==> config.mk <==
export PLATFORM = sky130hd
export DESIGN_NAME = mult_share_arb
export DESIGN_NICKNAME = d
export VERILOG_FILES = /design/src/rtl/mult_share_arb.sv
export SDC_FILE = /design/constraint.sdc
export NUM_CORES = 1
export LEC_CHECK = 0
export ABC_CLOCK_PERIOD_IN_PS = 3100
export BUFFER_PORTS_ARGS = -buffer_cell sky130_fd_sc_hd__buf_2
export CAP_MARGIN = 20
export CORE_ASPECT_RATIO = 2
export CORE_MARGIN = 2
export CORE_UTILIZATION = 35
export DETAILED_ROUTE_END_ITERATION = 8
export PLACE_DENSITY = 0.61
export SYNTH_ARGS = -nofsm -noshare
export SYNTH_HDL_FRONTEND = slang
export SYNTH_HIERARCHICAL = 1
export SYNTH_SLANG_ARGS = --single-unit
==> constraint.sdc <==
create_clock -name clk -period 3.1 [get_ports clk]
set_clock_uncertainty 0.05 [all_clocks]
set_input_delay 0.62 -clock clk [delete_from_list [all_inputs] [get_ports clk]]
set_output_delay 0.62 -clock clk [all_outputs]
set_load 0.1 [all_outputs]
==> src/rtl/mult_share_arb.sv <==
`default_nettype none
// ============================================================================
// Module   : mult_share_arb
// Brief    : Round-robin time-sharing of one array multiplier between two
//            valid/ready clients, with registered operands and product.
// Revision : 1.0 - initial release
// ============================================================================

module multiplier_2d #(
    parameter int M = 4,
    parameter int N = 4
) (
    input  logic [M-1:0]   a,
    input  logic [N-1:0]   b,
    output logic [M+N-1:0] p
);
    logic [M+N-1:0] w_a_ext;
    logic [M+N-1:0] w_acc [0:N];

    assign w_a_ext  = {{N{1'b0}}, a};
    assign w_acc[0] = '0;

    // One shifted partial-product row per bit of b, accumulated down the array.
    for (genvar j = 0; j < N; j++) begin : g_row
        assign w_acc[j+1] = w_acc[j] + (b[j] ? (w_a_ext << j) : '0);
    end

    assign p = w_acc[N];
endmodule

module mult_share_arb #(
    parameter int M      = 4,
    parameter int N      = 4,
    parameter int SETTLE = 2
) (
    input  logic           clk,
    input  logic           rst,
    input  logic           req_valid0,
    output logic           req_ready0,
    input  logic [M-1:0]   a0,
    input  logic [N-1:0]   b0,
    input  logic           req_valid1,
    output logic           req_ready1,
    input  logic [M-1:0]   a1,
    input  logic [N-1:0]   b1,
    output logic           res_valid0,
    input  logic           res_ready0,
    output logic           res_valid1,
    input  logic           res_ready1,
    output logic [M+N-1:0] res_data,
    output logic           busy
);
    localparam logic [3:0] c_settle_m1 = 4'(SETTLE - 1);

    typedef enum logic [1:0] {
        S_IDLE = 2'd0,
        S_CALC = 2'd1,
        S_RESP = 2'd2
    } state_t;

    state_t         r_state;
    logic           r_last_grant;
    logic           r_owner;
    logic [M-1:0]   r_op_a;
    logic [N-1:0]   r_op_b;
    logic [M+N-1:0] r_res_data;
    logic [3:0]     r_cnt;

    logic           w_idle;
    logic           w_grant0;
    logic           w_grant1;
    logic [M+N-1:0] w_prod;
    logic           w_owner_ready;

    assign w_idle = (r_state == S_IDLE);

    // On a tie the client that was not served last wins.
    assign w_grant0 = w_idle && req_valid0 && (!req_valid1 || r_last_grant);
    assign w_grant1 = w_idle && req_valid1 && (!req_valid0 || !r_last_grant);

    assign w_owner_ready = r_owner ? res_ready1 : res_ready0;

    multiplier_2d #(
        .M (M),
        .N (N)
    ) u_mult (
        .a (r_op_a),
        .b (r_op_b),
        .p (w_prod)
    );

    always_ff @(posedge clk) begin
        if (rst) begin
            r_state      <= S_IDLE;
            r_last_grant <= 1'b1;
            r_owner      <= 1'b0;
            r_op_a       <= '0;
            r_op_b       <= '0;
            r_res_data   <= '0;
            r_cnt        <= 4'd0;
        end else begin
            case (r_state)
                S_IDLE: begin
                    if (w_grant0 || w_grant1) begin
                        r_op_a       <= w_grant1 ? a1 : a0;
                        r_op_b       <= w_grant1 ? b1 : b0;
                        r_owner      <= w_grant1;
                        r_last_grant <= w_grant1;
                        r_cnt        <= c_settle_m1;
                        r_state      <= S_CALC;
                    end
                end
                S_CALC: begin
                    if (r_cnt == 4'd0) begin
                        r_res_data <= w_prod;
                        r_state    <= S_RESP;
                    end else begin
                        r_cnt <= r_cnt - 4'd1;
                    end
                end
                S_RESP: begin
                    if (w_owner_ready) begin
                        r_state <= S_IDLE;
                    end
                end
                default: r_state <= S_IDLE;
            endcase
        end
    end

    assign req_ready0 = w_grant0;
    assign req_ready1 = w_grant1;
    assign res_valid0 = (r_state == S_RESP) && !r_owner;
    assign res_valid1 = (r_state == S_RESP) &&  r_owner;
    assign res_data   = r_res_data;
    assign busy       = !w_idle;
endmodule

`default_nettype wire

==> results.sh, run 1 <==
export IMPL_run_status="completed"
export IMPL_antenna_violating_nets_post_route=0
export IMPL_clkLatencyLatePin_ns=0.27
export IMPL_synthMostInstantiatedCell="sky130_fd_sc_hd__dfxtp_1"
export IMPL_antenna_found_initial=0
export IMPL_syn_area_sq_mm=0.00161
export IMPL_synth_top_cell_area_share_pct=29.9
export IMPL_dr_pass1_iters=4
export IMPL_grt_pass1_wl_mm=6.40
export IMPL_timing_critical_path_from_type="flop"
export IMPL_worst_endpoint_required_ns=3.26
export IMPL_globalRoute_totalOverflow=0
export IMPL_clock_sinks=24
export IMPL_drcViolationCount=0
export IMPL_first_global_vias=1420
export IMPL_finish_utilization_pct=44.0
export IMPL_nets_final=255
export IMPL_via_count=1427
export IMPL_final_cells=269
export IMPL_die_width_microns=51.9
export IMPL_synth_mux_area_share_pct=0.624
export IMPL_post_synth_main_area_contributors="sky130_fd_sc_hd__dfxtp_1, sky130_fd_sc_hd__ha_1, sky130_fd_sc_hd__a21oi_1"
export IMPL_die_height_microns=99.8
export IMPL_ctsHtreeMaxLevel=1
export IMPL_grt_total_usage_pct=15.9
export IMPL_timing_setup_tns_ns=0
export IMPL_detail_route_wirelength_mm=3.75
export IMPL_timing_critical_path_arrival_ns=3.09
export IMPL_root_buffer="sky130_fd_sc_hd__clkbuf_8"
export IMPL_critical_path_max_fanout=2
export IMPL_postSynthRegisterBits=24
export IMPL_synth_adder_area_share_pct=15.6
export IMPL_synth_nets=220
export IMPL_rsz0062_at_grt="no"
export IMPL_min_period_ns=2.93
export IMPL_synthTopCellsByCount="sky130_fd_sc_hd__dfxtp_1, sky130_fd_sc_hd__a21oi_1, sky130_fd_sc_hd__o21ai_0, sky130_fd_sc_hd__and2_1, sky130_fd_sc_hd__ha_1"
export IMPL_place_detailed_instances=262
export IMPL_critical_path_endpoint_type="flop"
export IMPL_yosys_warning_total=6
export IMPL_setup_worst_path_start="r_op_a[1]"
export IMPL_n_antenna_cell=0
export IMPL_place_worst_setup_slack_ns=0.0569
export IMPL_fmax_mhz=342
export IMPL_area_growth_synth_to_final_pct=20.0
export IMPL_max_cap_viol_count=0
export IMPL_layout_drive_gt1_share_pct=31.6
export IMPL_vdd_ir_drop_max_uv=454
export IMPL_post_synth_top_area_cell="sky130_fd_sc_hd__dfxtp_1"
export IMPL_core_sq_mm=0.00438
export IMPL_pwr_total_mw=1.03
export IMPL_synthArstFlopShare_pct=0
export IMPL_synth_yosys_seq_area_share_pct=29.9
export IMPL_detailed_route_vias_per_instance=5.30
export IMPL_synth_cell_type_count=43
export IMPL_yosys_area_share_simple_pct=23.3
export IMPL_cts_tree="yes"
export IMPL_io_pins=35
export IMPL_cts_bufs_inserted=3
export IMPL_avgSynthCellArea_sq_um=8.87
export IMPL_port_buffers=34
export IMPL_die_area_sq_mm=0.00518
export IMPL_power_density_mw_per_mm2=534
export IMPL_num_rows=34
export IMPL_initial_core_util_pct=36.6
export IMPL_final_setup_violation_count=0
export IMPL_min_delay_path_class="flop to flop"
export IMPL_synth_compound_area_share_pct=22.4
export IMPL_synthXorXnorAreaFrac_pct=1.64
export IMPL_multiInputGateArea_sq_mm=0.00104
export IMPL_worst_slew_pin_slew_ns=0.820
export IMPL_synthesized_netlist_cell_count=181
export IMPL_wl_per_cell_microns=13.9
export IMPL_final_min_period_over_clock_period_pct=94.5
export IMPL_synth_main_ff_cell="sky130_fd_sc_hd__dfxtp_1"
export IMPL_hold_violations=0
export IMPL_post_dp_hpwl_mm=2.96
export IMPL_combinational_family_with_the_most_area_after_synthesis="simple AND/OR/NAND/NOR gates"
export IMPL_finalMaxSlewViolations=0
export IMPL_fillerInstances=468
export IMPL_largest_net_degree_at_the_start_of_global_routing=23
export IMPL_routabilityCongestion=0.830
export IMPL_synth_edf_count=0
export IMPL_slew_headroom_pct=45.1
export IMPL_power_leakage_nw=0.872
export IMPL_initialDrtViolationCount=10
export IMPL_reg2reg_from="r_op_a[1]"
export IMPL_path_class="flop to flop"
export IMPL_clock_path_buffers=2
export IMPL_min_delay_start="res_data[3]"
export IMPL_path_clk_slew_ns=0.10
export IMPL_timing_final_ws_setup_ns=0.172
export IMPL_cts_hold_buffers=0
export IMPL_seqCellArea_sq_um=484
-- critical path: stages (launching register included) --
cell and delay, ns:
sky130_fd_sc_hd__dfxtp_2 0.33, sky130_fd_sc_hd__and2_1 0.16, sky130_fd_sc_hd__fa_1 0.54, sky130_fd_sc_hd__inv_1 0.05, sky130_fd_sc_hd__fa_1 0.47, sky130_fd_sc_hd__inv_1 0.04
sky130_fd_sc_hd__ha_2 0.19, sky130_fd_sc_hd__fa_2 0.36, sky130_fd_sc_hd__a21o_1 0.19, sky130_fd_sc_hd__a21oi_2 0.12, sky130_fd_sc_hd__xnor2_1 0.13, sky130_fd_sc_hd__nand3_1 0.08
sky130_fd_sc_hd__a21oi_1 0.16
-- kinds of logic (layout without fill, tap and decap cells) --
family                   Yosys count  count (layout)
AO/OA/AOI/OAI                     57              57
XOR/XNOR                           3               3
adder cells (fa/ha/maj)           17              17
buffers and inverters             22              56
flip-flops                        24              24
multiplexers                       1               1
AND/OR/NAND/NOR                   57              57
-- state kept, by name, summed over array words and instances, names as in the netlist --
register	count
res_data	8
r_cnt	4
r_op_a	4
r_op_b	4
r_state	2
r_last_grant	1
r_owner	1
-- area by class of cell --
class,instances,share of cell area (%)
tap,54,3.51
timing repair buffer,42,11.9
sequential,24,25.1
clock inverter,1,1.56
inverter,10,1.95
clock buffer,3,2.14
multi-input combinational,135,53.8
-- final timing paths --
kind	slack, ns	cells past startpoint	to
min reg2reg	0.43	2	res_data[3]
min	0.43	2	res_data[3]
max	0.17	12	res_data[7]
max reg2reg	0.17	12	res_data[7]
-- where the power goes --
part	internal, mW	switching [mW]
Combinational	0.127	0.247
Clock	0.173	0.108
Sequential	0.343	0.0325
-- layer usage --
layer  vias up  global-route usage, %  wire, microns
li1        720                      -              -
met1       679                   16.7           1460
met2        24                   31.2           2160
met3         4                   1.79             88
met4         0                   4.25             42
met5         -                      0              0
-- layout by cell type (no fill, tap or decap), drive strengths merged, types with 3 or more instances in the layout --
cell    Yosys  layout
buf         8      42
dfxtp      24      24
a21oi      21      21
o21ai      17      17
and2       13      13
ha         12      12
inv        10      10
nand3b      9       9
a311oi      8       8
nand3       8       8
nor2        6       6
nand2       5       5
fa          5       5
nor3b       4       4
or3b        3       3
clkbuf      4       3
-- stage by stage --
stage,hold WS (ns),area [sq um]
global route,0.459,1930
CTS,0.431,1900
global placement,0.415,1820
floorplan,0.416,1620
finish,0.425,1930
detailed placement,0.417,1820
-- what timing repair did --
action                     in CTS  in global routing
gates resized for setup         0                  5
setup endpoints to repair       0                  1
setup buffers                   0                  3
Power figures use the tool's default switching activity.
==> inputs of run 2 (changes only) <==
--- a/config.mk
+++ b/config.mk
@@ -6,14 +6,13 @@
 export NUM_CORES = 1
 export LEC_CHECK = 0
 export ABC_CLOCK_PERIOD_IN_PS = 3100
-export BUFFER_PORTS_ARGS = -buffer_cell sky130_fd_sc_hd__buf_2
 export CAP_MARGIN = 20
 export CORE_ASPECT_RATIO = 2
 export CORE_MARGIN = 2
 export CORE_UTILIZATION = 35
 export DETAILED_ROUTE_END_ITERATION = 8
-export PLACE_DENSITY = 0.61
+export DONT_BUFFER_PORTS = 1
+export PLACE_DENSITY = 0.54
 export SYNTH_ARGS = -nofsm -noshare
 export SYNTH_HDL_FRONTEND = slang
-export SYNTH_HIERARCHICAL = 1
 export SYNTH_SLANG_ARGS = --single-unit
==> run 2 against run 1 <==
  * Synthesized cell count shrank 5.5%
  * Utilization shrank 4.3 points
  * Highest routed layer unchanged
  * Global-route usage shrank 1.7 points
  * Routed wire length shrank 16%
  * Critical endpoint unchanged
  * Register-to-register slack is essentially flat
  * Final cell count shrank 17%
  * Sequential power grew 8.0%
==> results.sh, run 2 <==
export IMPL_power_density_mw_per_mm2=578
export IMPL_detail_route_wirelength_met1_mm=1.18
export IMPL_port_buffers=0
export IMPL_worstPathBufferInverterCount=1
export IMPL_final_min_period_over_clock_period_pct=94.7
export IMPL_core_sq_mm=0.00409
export IMPL_clock_path_buffers=2
export IMPL_critical_path_top_delay_family="adder cells"
export IMPL_power_share_clock_pct=29.4
export IMPL_hold_depth=1
export IMPL_power_leakage_nw=0.724
export IMPL_fillerInstances=410
export IMPL_finalMaxSlewViolations=0
export IMPL_r2r_setup_slack_ns=0.16
export IMPL_critical_path_cell_chain="and2_1 > fa_1 > fa_1 > ha_1 > inv_1 > fa_1 > nand2b_1 > a21oi_1 > mux2i_1 > o21ai_1"
export IMPL_fmax_mhz=341
export IMPL_die_width_microns=50.2
export IMPL_critical_path_max_fanout=5
export IMPL_critical_path_endpoint_type="flop"
export IMPL_synth_mux_area_share_pct=7.36
export IMPL_dr_pass1_iters=3
export IMPL_path_class="flop to flop"
export IMPL_yosys_area_share_simple_pct=23.2
export IMPL_post_synth_main_area_contributors="sky130_fd_sc_hd__dfxtp_1, sky130_fd_sc_hd__ha_1, sky130_fd_sc_hd__mux2i_1"
export IMPL_run_status="completed"
export IMPL_largest_register_ff_count=8
export IMPL_synth_adder_area_share_pct=16.7
export IMPL_met3_length_microns=103
export IMPL_die_area_sq_mm=0.00485
export IMPL_dpl_instance_area_sq_mm=0.00155
export IMPL_synth_main_ff_cell="sky130_fd_sc_hd__dfxtp_1"
export IMPL_synthTopCellsByCount="sky130_fd_sc_hd__dfxtp_1, sky130_fd_sc_hd__nand2_1, sky130_fd_sc_hd__a21oi_1, sky130_fd_sc_hd__and2_1"
export IMPL_worst_slew_pin_slew_ns=0.982
export IMPL_reg2reg_from="r_op_a[1]"
export IMPL_pwr_total_mw=0.937
export IMPL_p_sw_mw=0.338
export IMPL_p_comb_share_pct=27.4
export IMPL_sequentialPowerShare_pct=43.2
export IMPL_worst_endpoint_required_ns=3.21
export IMPL_met2RoutedLength_mm=1.84
export IMPL_via_count=1156
export IMPL_synthArstFlopShare_pct=0
export IMPL_final_cell_area_sq_mm=0.00162
export IMPL_synth_top_cell_area_share_pct=32.1
export IMPL_detailed_route_vias_per_instance=5.16
export IMPL_path_common_cell="sky130_fd_sc_hd__fa_1"
export IMPL_seqCellArea_sq_um=480
export IMPL_postSynthRegisterBits=24
export IMPL_synth_compound_area_share_pct=14.2
export IMPL_post_cts_resized_instances=0
export IMPL_synth_yosys_seq_area_share_pct=32.1
export IMPL_place_worst_setup_slack_ns=0.155
export IMPL_first_global_vias=1222
export IMPL_min_delay_start="rst"
export IMPL_num_rows=33
export IMPL_root_buffer="sky130_fd_sc_hd__clkbuf_8"
export IMPL_routabilityCongestion=0.733
export IMPL_synth_edf_count=0
export IMPL_hold_violations=0
export IMPL_cts_bufs_inserted=3
export IMPL_grt_total_usage_pct=14.2
export IMPL_timing_setup_tns_ns=0
export IMPL_path_clk_slew_ns=0.09
export IMPL_timing_critical_path_from_type="flop"
export IMPL_post_dp_hpwl_mm=2.56
export IMPL_layout_common_cells="sky130_fd_sc_hd__dfxtp_1, sky130_fd_sc_hd__nand2_1, sky130_fd_sc_hd__and2_1, sky130_fd_sc_hd__a21oi_1"
export IMPL_antenna_found_initial=0
export IMPL_timing_critical_path_arrival_ns=3.04
export IMPL_post_cts_repair_setup_buffers=0
export IMPL_drcViolationCount=0
export IMPL_clock_sinks=24
export IMPL_synthMostInstantiatedCell="sky130_fd_sc_hd__dfxtp_1"
export IMPL_timing_critical_path_slowest_stage_cell="sky130_fd_sc_hd__fa_1"
export IMPL_wl_per_cell_microns=14.1
export IMPL_synthXorXnorAreaFrac_pct=0
export IMPL_internal_power_mw=0.599
export IMPL_most_common_cell_after_layout_fill_and_taps_aside="sky130_fd_sc_hd__dfxtp_1"
export IMPL_clkLatencyLatePin_ns=0.26
export IMPL_area_growth_synth_to_final_pct=8.36
export IMPL_route_top_layer_used="met4"
export IMPL_die_height_microns=96.5
export IMPL_syn_area_sq_mm=0.00150
export IMPL_antenna_violating_nets_post_route=0
export IMPL_avgSynthCellArea_sq_um=8.75
export IMPL_n_antenna_cell=0
export IMPL_initial_core_util_pct=36.6
export IMPL_multiInputGateArea_sq_um=926
export IMPL_min_delay_path_class="input pin to flop"
export IMPL_cts_hold_buffers=0
export IMPL_vdd_ir_drop_max_uv=308
export IMPL_globalRoute_totalOverflow=0
export IMPL_ctsHtreeMaxLevel=1
export IMPL_grt_pass1_wl_mm=5.31
export IMPL_worst_hold_path_endpoint="r_owner"
export IMPL_min_period_ns=2.94
export IMPL_timing_final_ws_setup_ns=0.164
export IMPL_post_synth_top_area_cell="sky130_fd_sc_hd__dfxtp_1"
export IMPL_nets_final=212
export IMPL_combinational_family_with_the_most_area_after_synthesis="simple AND/OR/NAND/NOR gates"
export IMPL_rr_endpoint="res_data[7]"
export IMPL_swShare_pct=36.1
export IMPL_yosys_warning_total=0
export IMPL_layout_drive_gt1_share_pct=7.56
export IMPL_max_cap_viol_count=0
export IMPL_cts_tree="yes"
export IMPL_r2r_cells=10
export IMPL_rsz0062_at_grt="no"
export IMPL_detail_route_wirelength_mm=3.17
export IMPL_synth_cell_type_count=35
export IMPL_place_detailed_instances=220
export IMPL_slew_headroom_pct=34.5
export IMPL_synth_nets=210
export IMPL_io_pins=35
export IMPL_final_setup_violation_count=0
export IMPL_synthesized_netlist_cell_count=171
export IMPL_final_cells=224
export IMPL_initialDrtViolationCount=15
export IMPL_max_stage_delay_ns=0.55
export IMPL_largest_net_degree_at_the_start_of_global_routing=28
run 2: cell types whose count changed in the layout (fill, tap and decap cells not counted), sizes merged, moves of 8 or more:
cell and delta:
a211oi +8, a311oi -8, buf -37, mux2i +10, nand2 +12, nand3b -8, o21ai -12
run 2: worst max-delay path by stage:
stage / cells after the start / slack [ns] / startpoint / end
final: 10 / 0.16 / r_op_a[1] / res_data[7]
after CTS: 10 / 0.16 / r_op_a[1] / res_data[7]
after floorplan: 2 / 0.27 / req_valid0 / req_ready0
after global placement: 10 / 0.23 / r_op_a[1] / res_data[7]
after detailed placement: 10 / 0.16 / r_op_a[1] / res_data[7]
after global routing: 10 / 0.03 / r_op_b[1] / res_data[7]
run 2: cell families after synthesis:
logic type	count (synthesis)
buf+inv	19
flops	24
mux	11
fa+ha+maj	17
simple gates	66
compound gates	34
run 2: final cells by class:
class,count,area share [%]
clock buffer,3,2.55
sequential,24,29.6
timing repair buffer,5,2.31
multi-input combinational,128,57.1
tap,52,4.01
clock inverter,1,1.85
inverter,11,2.55
run 2: layer usage:
metal	track usage [%]	up-vias
met5	0	-
met4	4.40	0
met3	2.31	4
met2	29.5	25
met1	13.3	535
li1	-	592
run 2: power groups by stage:
stage | combinational [mW] | sequential, mW | clock, mW
2_1_floorplan | 0.232 | 0.402 | 0
3_3_place_gp | 0.255 | 0.408 | 0
6_report | 0.257 | 0.405 | 0.276
3_5_place_dp | 0.258 | 0.412 | 0
4_1_cts | 0.259 | 0.405 | 0.279
5_1_grt | 0.286 | 0.410 | 0.292
run 2: metrics by stage:
stage,hold WS [ns],util [%]
5_1_grt,0.344,39.7
4_1_cts,0.355,39.7
2_1_floorplan,0.407,-
3_3_place_gp,0.422,37.9
3_5_place_dp,0.425,37.9
6_report,0.359,39.7
run 2: worst reg2reg max path: cells and delay by family, from the launching register on:
kind | cells | cell delay (ns)
adder cells (fa/ha/maj) | 4 | 1.59
AND/OR/NAND/NOR | 2 | 0.36
flip-flops | 1 | 0.35
AO/OA/AOI/OAI | 2 | 0.24
multiplexers | 1 | 0.20
buffers and inverters | 1 | 0.05
